--- src/rtl/usart_pkg.sv ---
// Shared USART definitions: receiver state encoding and default frame geometry.
package usart_pkg;

    localparam int unsigned DefaultDataBits   = 8;
    localparam int unsigned DefaultOversample = 16;

    typedef enum logic [2:0] {
        StIdle,
        StStart,
        StData,
        StStop,
        StBreak
    } usart_rx_state_t;

endpackage

--- src/rtl/usart_sync.sv ---
// Two-flop synchroniser for a single asynchronous input, with selectable reset value.
module usart_sync #(
    parameter logic ResetVal = 1'b0
) (
    input  logic clk_i,
    input  logic rst_i,
    input  logic d_i,
    output logic q_o
);

    logic meta_q, meta_d;
    logic sync_q, sync_d;

    always_comb begin
        meta_d = d_i;
        sync_d = meta_q;
    end

    always_ff @(posedge clk_i or posedge rst_i) begin
        if (rst_i) begin
            meta_q <= ResetVal;
            sync_q <= ResetVal;
        end else begin
            meta_q <= meta_d;
            sync_q <= sync_d;
        end
    end

    assign q_o = sync_q;

endmodule

--- src/rtl/usart_rx.sv ---
// USART receiver: oversampled start-bit detection, centre sampling of 8N1 frames,
// valid/ack handoff with sticky overrun and a one-cycle framing-error pulse.
module usart_rx
    import usart_pkg::*;
#(
    parameter int unsigned DATA_BITS  = DefaultDataBits,
    parameter int unsigned OVERSAMPLE = DefaultOversample
) (
    input  logic                 clock,
    input  logic                 reset,
    input  logic                 serial_clock,
    input  logic                 rx_pin,
    output logic [DATA_BITS-1:0] rx_data,
    output logic                 rx_valid,
    input  logic                 rx_ack,
    output logic                 rx_overrun,
    output logic                 rx_frame_error
);

    localparam int unsigned TickW = $clog2(OVERSAMPLE);
    localparam int unsigned BitW  = $clog2(DATA_BITS + 1);

    localparam logic [TickW-1:0] HalfLast = TickW'(OVERSAMPLE / 2 - 1);
    localparam logic [TickW-1:0] FullLast = TickW'(OVERSAMPLE - 1);
    localparam logic [BitW-1:0]  LastBit  = BitW'(DATA_BITS - 1);

    logic sclk_sync, rx_sync, tick;
    logic sclk_prev_q, sclk_prev_d;

    usart_rx_state_t state_q, state_d;

    logic [TickW-1:0]     tick_cnt_q, tick_cnt_d, tick_next;
    logic [BitW-1:0]      bit_cnt_q, bit_cnt_d;
    logic [DATA_BITS-1:0] shift_q, shift_d;
    logic [DATA_BITS-1:0] data_q, data_d;
    logic                 valid_q, valid_d;
    logic                 overrun_q, overrun_d;
    logic                 fe_q, fe_d;

    usart_sync #(.ResetVal(1'b1)) u_sync_sclk (
        .clk_i (clock),
        .rst_i (reset),
        .d_i   (serial_clock),
        .q_o   (sclk_sync)
    );

    usart_sync #(.ResetVal(1'b1)) u_sync_rx (
        .clk_i (clock),
        .rst_i (reset),
        .d_i   (rx_pin),
        .q_o   (rx_sync)
    );

    assign tick      = sclk_sync & ~sclk_prev_q;
    assign tick_next = (tick_cnt_q == FullLast) ? '0 : tick_cnt_q + 1'b1;

    always_comb begin
        sclk_prev_d = sclk_sync;
        state_d     = state_q;
        tick_cnt_d  = tick_cnt_q;
        bit_cnt_d   = bit_cnt_q;
        shift_d     = shift_q;
        data_d      = data_q;
        valid_d     = valid_q;
        overrun_d   = overrun_q;
        fe_d        = 1'b0;

        // Ack first so a good stop bit in the same cycle reloads and re-asserts valid.
        if (rx_ack && valid_q) begin
            valid_d   = 1'b0;
            overrun_d = 1'b0;
        end

        unique case (state_q)
            StIdle: begin
                if (tick && !rx_sync) begin
                    tick_cnt_d = '0;
                    state_d    = StStart;
                end
            end
            StStart: begin
                if (tick) begin
                    if (tick_cnt_q == HalfLast) begin
                        tick_cnt_d = '0;
                        bit_cnt_d  = '0;
                        state_d    = rx_sync ? StIdle : StData;
                    end else begin
                        tick_cnt_d = tick_cnt_q + 1'b1;
                    end
                end
            end
            StData: begin
                if (tick) begin
                    tick_cnt_d = tick_next;
                    if (tick_cnt_q == FullLast) begin
                        shift_d   = {rx_sync, shift_q[DATA_BITS-1:1]};
                        bit_cnt_d = bit_cnt_q + 1'b1;
                        if (bit_cnt_q == LastBit) begin
                            state_d = StStop;
                        end
                    end
                end
            end
            StStop: begin
                if (tick) begin
                    tick_cnt_d = tick_next;
                    if (tick_cnt_q == FullLast) begin
                        if (!rx_sync) begin
                            fe_d    = 1'b1;
                            state_d = StBreak;
                        end else begin
                            state_d = StIdle;
                            if (!valid_q || rx_ack) begin
                                data_d  = shift_q;
                                valid_d = 1'b1;
                            end else begin
                                overrun_d = 1'b1;
                            end
                        end
                    end
                end
            end
            StBreak: begin
                if (tick && rx_sync) begin
                    state_d = StIdle;
                end
            end
            default: state_d = StIdle;
        endcase
    end

    always_ff @(posedge clock or posedge reset) begin
        if (reset) begin
            sclk_prev_q <= 1'b1;
            state_q     <= StIdle;
            tick_cnt_q  <= '0;
            bit_cnt_q   <= '0;
            shift_q     <= '0;
            data_q      <= '0;
            valid_q     <= 1'b0;
            overrun_q   <= 1'b0;
            fe_q        <= 1'b0;
        end else begin
            sclk_prev_q <= sclk_prev_d;
            state_q     <= state_d;
            tick_cnt_q  <= tick_cnt_d;
            bit_cnt_q   <= bit_cnt_d;
            shift_q     <= shift_d;
            data_q      <= data_d;
            valid_q     <= valid_d;
            overrun_q   <= overrun_d;
            fe_q        <= fe_d;
        end
    end

    assign rx_data        = data_q;
    assign rx_valid       = valid_q;
    assign rx_overrun     = overrun_q;
    assign rx_frame_error = fe_q;

endmodule

--- config.mk ---
export PLATFORM = sky130hd
export DESIGN_NAME = usart_rx
export DESIGN_NICKNAME = d
export VERILOG_FILES = /design/src/rtl/usart_pkg.sv /design/src/rtl/usart_sync.sv /design/src/rtl/usart_rx.sv
export SDC_FILE = /design/constraint.sdc
export NUM_CORES = 1
export LEC_CHECK = 0
export CORE_MARGIN = 3
export CORE_UTILIZATION = 50
export CTS_CLUSTER_DIAMETER = 60
export DETAILED_ROUTE_END_ITERATION = 8
export MAX_ROUTING_LAYER = met4
export PLACE_DENSITY = 0.74
export SYNTH_ARGS = -nofsm -noshare
export SYNTH_HDL_FRONTEND = slang
export SYNTH_SLANG_ARGS = --single-unit
export TNS_END_PERCENT = 20
--- constraint.sdc ---
create_clock -name clock -period 1.8 [get_ports clock]
set_input_delay 0.18 -clock clock [delete_from_list [all_inputs] [get_ports clock]]
set_output_delay 0.18 -clock clock [all_outputs]
set_load 0.1 [all_outputs]
==> results.json <==
{
  "status": "finished clean",
  "synthArstFlopShare_pct": 100,
  "nFillCells": 255,
  "critPathRequiredTime_ns": 2.03,
  "start_kind": "flip-flop",
  "ir_drop_v": 0.000556,
  "yosys-top-cells-area": "dfrtp_1 (46%), mux2_2 (10%), dfstp_2 (8.1%)",
  "cp_slowest_cell": "dfrtp_1",
  "yosys_warnings": 0,
  "fin_crit_sh_pct": 98.1,
  "cap_violations": 0,
  "num_io_pins": 16,
  "multi_input_area_sq_um": 671,
  "grt_pass1_wl_um": 5420,
  "clk_path_buf_depth": 2,
  "final_antenna_net_count": 0,
  "seq_area_sq_um": 883,
  "leakage_nw": 0.912,
  "synth_edf_count": 0,
  "path_cells": "ha_1 -> and4b_2 -> nand4_4 -> nor2_4 -> mux2_2",
  "nNetsFinal": 169,
  "drive_gt1_share_pct": 33.1,
  "synth_area_sq_mm": 0.00162,
  "path_class": "flip-flop to flip-flop",
  "ys_types": 43,
  "p_clk_share_pct": 22.0,
  "synth_cells": 137,
  "final_hold_viol_count": 0,
  "synth_top_area_cell": "dfrtp_1",
  "rsz0062_at_grt": "yes",
  "track_usage_pct": 18.0,
  "core_sq_mm": 0.00308,
  "relSlewSlack_pct": 69.7,
  "netlist.area_leader.share_pct": 46.3,
  "finalSetupTns_ns": 0,
  "place.port_buffers": 15,
  "syn_area_per_cell_sq_um": 11.8,
  "holdWs_ns": 0.217,
  "clk_latency_ns": 0.35,
  "grt_overflow_total": 0,
  "critical_path_buf_inv_count": 0,
  "cp_top_family": "simple AND/OR/NAND/NOR gates",
  "ys_seq_elements": 35,
  "row_count": 20,
  "drt-pass1-iter-count": 4,
  "grt_antenna_before_repair": 0,
  "endpoint_kind": "flip-flop",
  "diodes": 0,
  "htree_levels": 2,
  "max_stage_delay_ns": 0.42,
  "synth_flop_cell": "dfrtp_1",
  "dieArea_sq_mm": 0.00397,
  "cellPowerDensity_mw_per_mm2": 1060,
  "tritoncts": "done",
  "numCtsBuffers": 5,
  "crit_arrival_ns": 1.99,
  "finClkSkew_ns": 0.0177,
  "vias_per_cell": 5.47,
  "hold_path_class": "input pin to async pin",
  "cts_root_buf": "clkbuf_4",
  "vias": 1132,
  "placed_area_sq_mm": 0.00182,
  "setup_violations": 0,
  "place_hpwl_um": 2120,
  "fin_ws_ns": 0.0341,
  "clk_pin_slew_ns": 0.11,
  "wirelength_um": 3020,
  "dieHeight_um": 63.0,
  "placed_cells_incl_taps": 198,
  "die_width_um": 63.0,
  "stdcell_area_sq_mm": 0.00189,
  "seqPwrFrac_pct": 51.2,
  "internal_power_mw": 1.32,
  "drc": 0,
  "grt_pass1_vias": 1244,
  "synth_fp_nets": 144,
  "cp_max_fo": 8,
  "cts_hold_buf": 0,
  "clock_sinks": 35,
  "gp_congestion": 0.869,
  "fmax_ghz": 0.566,
  "period_needed_ns": 1.77,
  "p_comb_share_pct": 26.8,
  "grt_max_degree": 36,
  "worst_pin_slew_ns": 0.455,
  "drt_iter0_markers": 44,
  "area_growth_pct": 16.7,
  "wl_per_cell_um": 14.6,
  "ys_seq_area_share_pct": 54.4,
  "stdcell_count": 207,
  "post-place-ws_ns": 0.0190,
  "power.net_switching_mw": 0.685,
  "slew_viol_final": 0,
  "initial_core_util_pct": 52.7,
  "swShare_pct": 34.1
}
[area by class of cell]
cell class | instances | share of cell area (%)
sequential | 35 | 46.7
multi-input combinational | 88 | 35.4
timing repair buffer | 25 | 10.4
clock buffer | 7 | 2.91
tap | 44 | 2.91
inverter | 7 | 1.39
clock inverter | 1 | 0.264
[path summary, 6_finish.rpt]
path | slack, ns | endpoint | start | depth (start not counted)
min | 0.22 | rx_data[7] | reset | 3
max | 0.03 | rx_data[5] | tick_cnt_q[0] | 5
min in group clock | 0.24 | u_sync_rx.meta_q | rx_pin | 1
max reg2reg | 0.03 | rx_data[5] | tick_cnt_q[0] | 5
min reg2reg | 0.36 | u_sync_rx.q_o | u_sync_rx.meta_q | 0
max in group asynchronous | 1.24 | u_sync_rx.q_o | reset | 3
[sequential cells by signal (all words and copies together), names as in the netlist]
name and cells:
rx_overrun 1, u_sync_rx.q_o 1, rx_valid 1, tick_cnt_q 4, rx_frame_error 1, shift_q 8
u_sync_sclk.q_o 1, sclk_prev_q 1, state_q 3, rx_data 8, u_sync_sclk.meta_q 1, bit_cnt_q 4
u_sync_rx.meta_q 1
[metal layers]
metal	GRT usage, %	up-vias	part of all wire (%)
met2	28.2	30	49
met4	10.2	0	2.0
met5	-	-	0
met3	5.58	6	4.7
li1	-	541	-
met1	20.2	555	44
[worst reg2reg max path, cell delays in order (launching register included)]
cell,delay [ns]
dfrtp_1,0.42
ha_1,0.18
and4b_2,0.29
nand4_4,0.13
nor2_4,0.27
mux2_2,0.37
[logic make-up after synthesis]
group	after synthesis	synth area share, %
buf+inv	14	4.39
fa+ha+maj	2	1.54
flops	35	54.4
mux	16	11.0
simple gates	44	16.8
compound gates	25	11.3
xor+xnor	1	0.540
[synth_stat cells, drive strengths merged, types with 2 or more instances]
master / count
nor4: 3
a211o: 2
dfstp: 5
nand3b: 4
or2: 2
nor3: 2
inv: 7
nand3: 4
nand2: 11
nand2b: 2
ha: 2
a21oi: 3
a21o: 2
mux2: 15
dfrtp: 30
nor2b: 2
nor3b: 3
clkbuf: 2
nor4b: 2
o41ai: 2
o21ai: 7
buf: 5
nor2: 5
[what timing repair did]
action | in CTS | in global routing
pin swaps | 1 | 2
gates resized for setup | 0 | 2
gates cloned | 0 | 0
setup buffers | 0 | 1
setup endpoints to repair | 1 | 11
[layout by cell type (no fill, tap or decap), types with 4 or more instances in the layout]
cell type         n
nor2_1            4
o21ai_0           7
nand3_1           4
nand3b_1          4
clkbuf_4          5
clkdlybuf4s50_1   4
dfstp_2           5
dfrtp_1          29
mux2_2           15
inv_1             7
buf_4            21
nand2_1          11
[power groups by stage]
stage | sequential (mW) | combinational, mW | clock, mW
5_1_grt | 1.05 | 0.607 | 0.485
4_1_cts | 1.02 | 0.533 | 0.457
2_1_floorplan | 0.963 | 0.460 | 0
6_report | 1.03 | 0.538 | 0.442
3_5_place_dp | 1.03 | 0.532 | 0
3_3_place_gp | 1.02 | 0.510 | 0
[metrics by stage]
| stage | utilization [%] | power [mW] |
|---|---|---|
| 2_1_floorplan | - | 1.42 |
| 3_3_place_gp | 59.2 | 1.53 |
| 3_5_place_dp | 59.2 | 1.57 |
| 4_1_cts | 61.2 | 2.01 |
| 5_1_grt | 61.5 | 2.14 |
| 6_report | 61.5 | 2.01 |
Note: power is estimated with default switching activity, not from simulation.
